==> src/rtl/bus_pkg.sv <==
// Shared CPU bus definitions: cartridge address map, open-bus value,
// bridge FSM states and the cartridge range decode reused by other bus stages.
package bus_pkg;

  localparam logic [15:0] CART_ROM_LO = 16'h0000;
  localparam logic [15:0] CART_ROM_HI = 16'h7fff;
  localparam logic [15:0] CART_RAM_LO = 16'ha000;
  localparam logic [15:0] CART_RAM_HI = 16'hbfff;

  localparam logic [7:0] OPEN_BUS_DEFAULT = 8'hff;

  typedef enum logic [1:0] {
    IDLE,
    REQ,
    RESP
  } state_t;

  // Offset compare keeps the decode free of always-true bounds when a range starts at 0.
  function automatic logic in_range(input logic [15:0] addr);
    logic [15:0] rom_off;
    logic [15:0] ram_off;
    rom_off = addr - CART_ROM_LO;
    ram_off = addr - CART_RAM_LO;
    return (rom_off <= (CART_ROM_HI - CART_ROM_LO)) ||
           (ram_off <= (CART_RAM_HI - CART_RAM_LO));
  endfunction

endpackage

==> src/rtl/cart_bus_bridge_if.sv <==
// External cartridge memory port: req/ack handshake with latched address and data.
interface cart_bus_bridge_if;

  logic        mem_req;
  logic        mem_we;
  logic [15:0] mem_addr;
  logic [7:0]  mem_wdata;
  logic        mem_ack;
  logic [7:0]  mem_rdata;

  modport master (
    output mem_req, mem_we, mem_addr, mem_wdata,
    input  mem_ack, mem_rdata
  );

  modport slave (
    input  mem_req, mem_we, mem_addr, mem_wdata,
    output mem_ack, mem_rdata
  );

endinterface

==> src/rtl/cart_bus_bridge.sv <==
// Forwards unclaimed CPU loads/stores to the cartridge port and merges
// boot overlay and cartridge read data onto one CPU read path.
//
// state | meaning
// IDLE  | waiting for a qualifying CPU strobe
// REQ   | mem_req held, waiting for mem_ack or timeout
// RESP  | data_valid pulse with captured data (held while boot_active)
module cart_bus_bridge
  import bus_pkg::*;
#(
  parameter int          TIMEOUT  = 255,
  parameter logic [15:0] BOOT_END = 16'h00ff,
  parameter logic [7:0]  OPEN_BUS = OPEN_BUS_DEFAULT
) (
  input  logic                      clockgb,
  input  logic                      reset,
  input  logic [15:0]               address,
  input  logic [7:0]                indata,
  input  logic                      load,
  input  logic                      store,
  input  logic                      boot_map,
  input  logic                      boot_active,
  input  logic [7:0]                boot_outdata,
  output logic [7:0]                outdata,
  output logic                      data_valid,
  output logic                      busy,
  output logic                      timeout_err,
  cart_bus_bridge_if.master         mem
);

  localparam int CW = (TIMEOUT > 1) ? $clog2(TIMEOUT) : 1;

  state_t        state;
  logic [CW-1:0] tmo_cnt;
  logic [7:0]    rsp_data;
  logic          boot_claim;
  logic          start;

  always_comb begin
    boot_claim = load && !store && boot_map && (address <= BOOT_END);
    start      = (store || (load && !boot_claim)) && in_range(address);
  end

  always_ff @(posedge clockgb) begin
    if (reset) begin
      state         <= IDLE;
      mem.mem_req   <= 1'b0;
      mem.mem_we    <= 1'b0;
      mem.mem_addr  <= '0;
      mem.mem_wdata <= '0;
      tmo_cnt       <= '0;
      rsp_data      <= '0;
      timeout_err   <= 1'b0;
    end else begin
      case (state)
        IDLE: begin
          if (start) begin
            mem.mem_req   <= 1'b1;
            mem.mem_we    <= store;
            mem.mem_addr  <= address;
            mem.mem_wdata <= indata;
            tmo_cnt       <= CW'(TIMEOUT - 1);
            state         <= REQ;
          end
        end
        REQ: begin
          // An ack on the terminal-count cycle wins over the timeout.
          if (mem.mem_ack) begin
            mem.mem_req <= 1'b0;
            rsp_data    <= mem.mem_we ? 8'h00 : mem.mem_rdata;
            state       <= RESP;
          end else if (tmo_cnt == '0) begin
            mem.mem_req <= 1'b0;
            timeout_err <= 1'b1;
            rsp_data    <= mem.mem_we ? 8'h00 : OPEN_BUS;
            state       <= RESP;
          end else begin
            tmo_cnt <= tmo_cnt - 1'b1;
          end
        end
        RESP: begin
          if (!boot_active) state <= IDLE;
        end
        default: state <= IDLE;
      endcase
    end
  end

  always_comb begin
    busy       = (state != IDLE);
    data_valid = boot_active || (state == RESP);
    if (boot_active)         outdata = boot_outdata;
    else if (state == RESP)  outdata = rsp_data;
    else                     outdata = 8'h00;
  end

endmodule

==> src/flat_wrapper.sv <==
// flat-port wrapper written by rule: the top's interface ports become plain ports
module cart_bus_bridge_flat import bus_pkg::*;
#(
  parameter int          TIMEOUT  = 255,
  parameter logic [15:0] BOOT_END = 16'h00ff,
  parameter logic [7:0]  OPEN_BUS = OPEN_BUS_DEFAULT
)
  (clockgb, reset, address, indata, load, store, boot_map, boot_active, boot_outdata, outdata, data_valid, busy, timeout_err, mem_mem_req, mem_mem_we, mem_mem_addr, mem_mem_wdata, mem_mem_ack, mem_mem_rdata);
  cart_bus_bridge_if mem_i ();
  input  logic clockgb;
  input  logic reset;
  input  logic [15:0] address;
  input  logic [7:0] indata;
  input  logic load;
  input  logic store;
  input  logic boot_map;
  input  logic boot_active;
  input  logic [7:0] boot_outdata;
  output logic [7:0] outdata;
  output logic data_valid;
  output logic busy;
  output logic timeout_err;
  output wire logic [$bits(mem_i.mem_req)-1:0] mem_mem_req;
  output wire logic [$bits(mem_i.mem_we)-1:0] mem_mem_we;
  output wire logic [$bits(mem_i.mem_addr)-1:0] mem_mem_addr;
  output wire logic [$bits(mem_i.mem_wdata)-1:0] mem_mem_wdata;
  input wire logic [$bits(mem_i.mem_ack)-1:0] mem_mem_ack;
  input wire logic [$bits(mem_i.mem_rdata)-1:0] mem_mem_rdata;
  assign mem_mem_req = mem_i.mem_req;
  assign mem_mem_we = mem_i.mem_we;
  assign mem_mem_addr = mem_i.mem_addr;
  assign mem_mem_wdata = mem_i.mem_wdata;
  assign mem_i.mem_ack = mem_mem_ack;
  assign mem_i.mem_rdata = mem_mem_rdata;
  cart_bus_bridge #(.TIMEOUT(TIMEOUT), .BOOT_END(BOOT_END), .OPEN_BUS(OPEN_BUS)) u_core (.clockgb(clockgb), .reset(reset), .address(address), .indata(indata), .load(load), .store(store), .boot_map(boot_map), .boot_active(boot_active), .boot_outdata(boot_outdata), .outdata(outdata), .data_valid(data_valid), .busy(busy), .timeout_err(timeout_err), .mem(mem_i));
endmodule
==> config.mk <==
export PLATFORM = sky130hd
export DESIGN_NAME = cart_bus_bridge_flat
export DESIGN_NICKNAME = d
export VERILOG_FILES = /design/src/rtl/bus_pkg.sv /design/src/rtl/cart_bus_bridge_if.sv /design/src/rtl/cart_bus_bridge.sv /design/src/flat_wrapper.sv
export SDC_FILE = /design/constraint.sdc
export NUM_CORES = 1
export LEC_CHECK = 0
export ABC_CLOCK_PERIOD_IN_PS = 1700
export CAP_MARGIN = 20
export CORE_ASPECT_RATIO = 1.25
export CORE_MARGIN = 3
export CORE_UTILIZATION = 30
export CTS_BUF_LIST = sky130_fd_sc_hd__clkbuf_4
export CTS_CLUSTER_DIAMETER = 200
export DETAILED_ROUTE_END_ITERATION = 8
export GPL_ROUTABILITY_DRIVEN = 0
export PLACE_DENSITY_LB_ADDON = 0.25
export SLEW_MARGIN = 30
export SYNTH_ARGS = -nofsm -noshare
export SYNTH_HDL_FRONTEND = slang
export SYNTH_SLANG_ARGS = --single-unit
==> constraint.sdc <==
create_clock -name clockgb -period 1.7 [get_ports clockgb]
set_input_delay 0.255 -clock clockgb [delete_from_list [all_inputs] [get_ports clockgb]]
set_output_delay 0.255 -clock clockgb [all_outputs]
set_load 0.02 [all_outputs]
# After elaboration in Yosys (flattened, before gate mapping)
# Cells that the tools add are included.
# classes
n_eq_ne	7
magnitude_cmp	3
reduce_logical	21
mux	19
bitwise	1
addsub	2
# op_table
cell	n
two-way mux 8 bit	9
<= comparator 16 x 13 -> 1 bit, second input constant	1
<= comparator 16 x 15 -> 1 bit, second input constant	1
<= comparator 16 x 8 -> 1 bit, second input constant	1
one-hot mux 8 bit (2 select lines)	1
subtractor 16 bit, second input constant	1
AND reduction 3 bit	3
logical NOT 8 bit	1
two-way mux 2 bit	4
subtractor 8 x 1 -> 8 bit, second input constant	1
!= test 2 bit, second input constant	3
one-hot mux 2 bit (3 select lines)	1
nonzero test 2 bit	3
logical AND 1 bit	5
AND reduction 2 bit	2
AND reduction 4 bit	1
logical OR 1 bit	3
two-way mux 1 bit	3
!= test 3 x 2 -> 1 bit, second input constant	1
equality test 2 x 1 -> 1 bit, second input constant	1
equality test 2 bit, second input constant	1
logical NOT 1 bit	2
logical NOT 2 bit	1
!= test 2 x 1 -> 1 bit, second input constant	1
2 further kinds	2
# totals
elab_cells	61
in_bits	47
output_inout_bits	37
register_bits	45

# Longest topological paths before layout
# logic_depth
ltp_word	10
depth_mapped	8
ltp_nobuf	7

# Least setup slack after synthesis
# Ideal clock, no wire load.
# synth_timing
path_type	register -> register
startpoint	reg u_core.tmo_cnt[0]
endpoint	reg u_core.tmo_cnt[5]
required_time_ns	1.626
n_path_buf	1
stages_incl_launch_ff	9
arrival_time_ns	1.847
setup_ns	0.074
period_less_slack_ns	1.921
setup_slack_ns	-0.221
cell_sequence	dfxtp_1 -> inv_1 -> ha_1 -> nor3b_1 -> a21oi_2 -> a22oi_1 -> buf_2 -> or4_1 -> a31oi_1
# synth_between
elab_chain_cells	4
elab_cells_between_ends	7
cone_classes	add/sub: 1; eq/ne: 1; mux: 3; reduce/logical: 2
# synth_rtl
item	line_no	source
start: declaration	cart_bus_bridge.sv:34	logic [CW-1:0] tmo_cnt;
start signal: assignment	cart_bus_bridge.sv:62	tmo_cnt <= CW'(TIMEOUT - 1);
start signal: assignment	cart_bus_bridge.sv:78	tmo_cnt <= tmo_cnt - 1'b1;
subtractor 8 x 1 -> 8 bit	cart_bus_bridge.sv:78	
two-way mux 8 bit	cart_bus_bridge.sv:72	end else if (tmo_cnt == '0) begin
two-way mux 8 bit	cart_bus_bridge.sv:68	if (mem.mem_ack) begin
one-hot mux 8 bit (2 select lines)	cart_bus_bridge.sv:55	case (state)
# Several ways; a longest one is shown, not always the timed one. The select of a mux whose other input is x is not followed.
# A chain may end at the register's enable or synchronous reset.

# Worst setup path after layout
# layout_timing
startpoint	reg u_core.tmo_cnt[0]
endpoint	reg u_core.tmo_cnt[7]
# Same word-level chain as after synthesis.

==> flow_summary.ini <==
[worst_setup_path]
critPathArrivalTime_ns = 2.07
start_kind = flop
path_max_fanout = 3
crit_type = flop to flop
worst_setup_path_end_kind = flop
required_ns = 1.98

[synth]
yosys_warnings = 0
synth_top_area_cell = dfxtp_1
synth_area_leaders = dfxtp_1, nand2_1, a21oi_1
syn_inst = 256
async_flop_share_pct = 0
synth_cell_types = 37
synth-edff-count = 0
ys_ff_latch = 45
synth_area_per_cell_um2 = 7.82
netlist_area_mm2 = 0.00200
ys_seq_area_share_pct = 45.0
ys.flop_type = dfxtp_1
yosysTopAreaCellShare_pct = 45.0
syn_nets = 306

[power_and_ir_drop]
p_int_mw = 1.79
ir_worst_vdd_v = 0.000285
seqPwrFrac_pct = 46.4
p_switching_mw = 0.823
p_leak_nw = 1.29
p_clk_share_pct = 18.6
switching_share_pct = 31.5
p_comb_share_pct = 35.0
power.density_mw_per_mm2 = 797

[global_route]
grt_pass1_vias = 2066
antenna_found_initial = 0
grt_pass1_wl_um = 9150
grt_overflow_total = 0
grt_max_degree = 46
grt.total_usage_pct = 14.3

[route]
via_per_inst = 4.66
via_count = 2110
wl_per_cell_um = 12.2
drt_wl_total_um = 5520
drc = 0
first_pass_iters = 6
ant_nets = 0
drt_iter0_drc = 38

[die]
pin_count = 84
die_h_um = 97.3
num_rows = 32
coreArea_mm2 = 0.00633
die_w_um = 79.1
start_util_pct = 31.6
dieArea_mm2 = 0.00770

[hold_path]
min_path_type = input pin to flop

[finish]
nNetsFinal = 417
drive_above_1_share_pct = 22.3
final_util_pct = 51.9
syn2layout_area_growth_pct = 63.9
instances_no_fill = 453
num_antenna_cells = 0

[placement]
hpwl_um = 4140
portBuffers = 83
placed_cells = 440

[cts]
clockBufferDepth = 2
clk_pin_slew_ns = 0.13
h-tree-depth = 2
clk_latency_ns = 0.35
hold_buffers = 0
cts.sinks = 45
cts_tree = built
cts_made_buffers = 5
cts-root-buf = clkbuf_4

[sta]
slew_headroom_pct = 77.0
finalSetupViolations = 2
timing.setup.tns_ns = -0.181
worst_slew_pin_slew_ns = 0.342
fin_skew_ns = 0.00156
fmax_mhz = 558
fin_ws_ns = -0.0906
grt_setup_unrepaired = yes
fin_crit_sh_pct = 105
min_period_ns = 1.79
slew_viol_final = 0
hold_viol = 0

[run_status]
outcome = complete, but fails checks
violations = setup timing

[job]
max_cap_violations = 0
==> critical path, stage by stage (launching register included) <==
cell and delay [ns]:
dfxtp_2 0.35, or3_4 0.38, or3_4 0.35, nor2_2 0.07, or4b_1 0.43, a31oi_1 0.14
==> through the flow <==
stage	cell area (um^2)	hold slack, ns	setup WS [ns]	power [mW]
final	3280	0.419	-0.0906	2.61
after global routing	3280	0.423	-0.170	2.78
after CTS	3220	0.408	-0.0931	2.62
after detailed placement	3180	0.446	-0.631	2.12
after global placement	3180	0.441	-0.600	2.11
after floorplan	2020	0.391	-0.0858	1.66
==> layer usage <==
layer | GRT usage (%) | vias to the layer above | part of all wire (%)
li1 | - | 1080 | -
met1 | 16.2 | 948 | 43
met2 | 25.6 | 78 | 48
met3 | 4.64 | 4 | 8.1
met4 | 3.17 | 0 | 0.45
met5 | 0 | - | 0
==> synthesized netlist by cell type (2+ instances only) <==
master    instances
nand2_1          65
a211oi_1          3
or4_1             2
a22oi_1           2
mux2i_1           8
buf_1             2
nand3b_1          3
clkbuf_1         14
ha_1              3
o31ai_1           2
inv_1            13
dfxtp_1          45
nor2_1           14
o21ai_0          12
or3_4             2
a21oi_1          39
o21a_1            2
or2_2             3
a31oi_1           4
==> layout by cell type (no fill, tap or decap), drive strengths merged, types with 5 or more instances in the layout <==
cell type / synthesis / routed
mux2i: 8 / 8
dfxtp: 45 / 45
clkbuf: 14 / 5
nand2: 65 / 65
nor2: 16 / 16
o21ai: 12 / 12
inv: 13 / 13
clkdlybuf4s50: 0 / 71
a21oi: 40 / 40
buf: 3 / 48
==> state kept, by name, indices dropped and copies added (netlist names) <==
name                  count
u_core.tmo_cnt            8
u_core.mem.mem_req        1
u_core.state              2
u_core.mem.mem_wdata      8
u_core.timeout_err        1
u_core.rsp_data           8
u_core.mem.mem_addr      16
u_core.mem.mem_we         1
==> power groups by stage <==
stage | logic (mW) | registers (mW) | clock network, mW
2_1_floorplan | 0.368 | 1.30 | 0
3_3_place_gp | 0.875 | 1.23 | 0
3_5_place_dp | 0.886 | 1.23 | 0
4_1_cts | 0.893 | 1.21 | 0.512
5_1_grt | 1.00 | 1.23 | 0.544
6_report | 0.916 | 1.21 | 0.485
==> area by class of cell <==
| class | count | area, um^2 |
|---|---|---|
| Tap cell | 85 | 106 |
| Clock buffer | 5 | 37.5 |
| Clock inverter | 3 | 12.5 |
| Fill cell | 663 | 3040 |
| Multi-Input combinational cell | 181 | 1060 |
| Timing Repair Buffer | 121 | 1110 |
| Sequential cell | 45 | 903 |
| Inverter | 13 | 48.8 |
==> cell families (layout without fill, tap and decap cells) <==
family	after synthesis	after routing	share of synthesized area, %
flops	45	45	45.0
simple gates	99	99	22.8
compound gates	70	70	20.2
mux	8	8	4.00
fa+ha+maj	3	3	1.88
buf+inv	30	142	5.69
xor+xnor	1	1	0.438
==> path summary, 6_finish.rpt <==
kind	start	endpoint	slack, ns	cells past startpoint
worst min-delay path	address[13]	u_core.mem.mem_addr[13]	0.42	4
worst min register to register	u_core.mem.mem_addr[4]	u_core.mem.mem_addr[4]	0.46	2
worst max-delay path	u_core.tmo_cnt[0]	u_core.tmo_cnt[7]	-0.09	5
worst max register to register	u_core.tmo_cnt[0]	u_core.tmo_cnt[7]	-0.09	5
==> timing repair <==
| item | in CTS | in global routing |
|---|---|---|
| setup buffers | 1 | 3 |
| pin swaps | 7 | 6 |
| cloned | 0 | 1 |
| setup endpoints to repair | 43 | 51 |
| gates resized for setup | 44 | 19 |
Note: power is estimated with default switching activity, not from simulation.
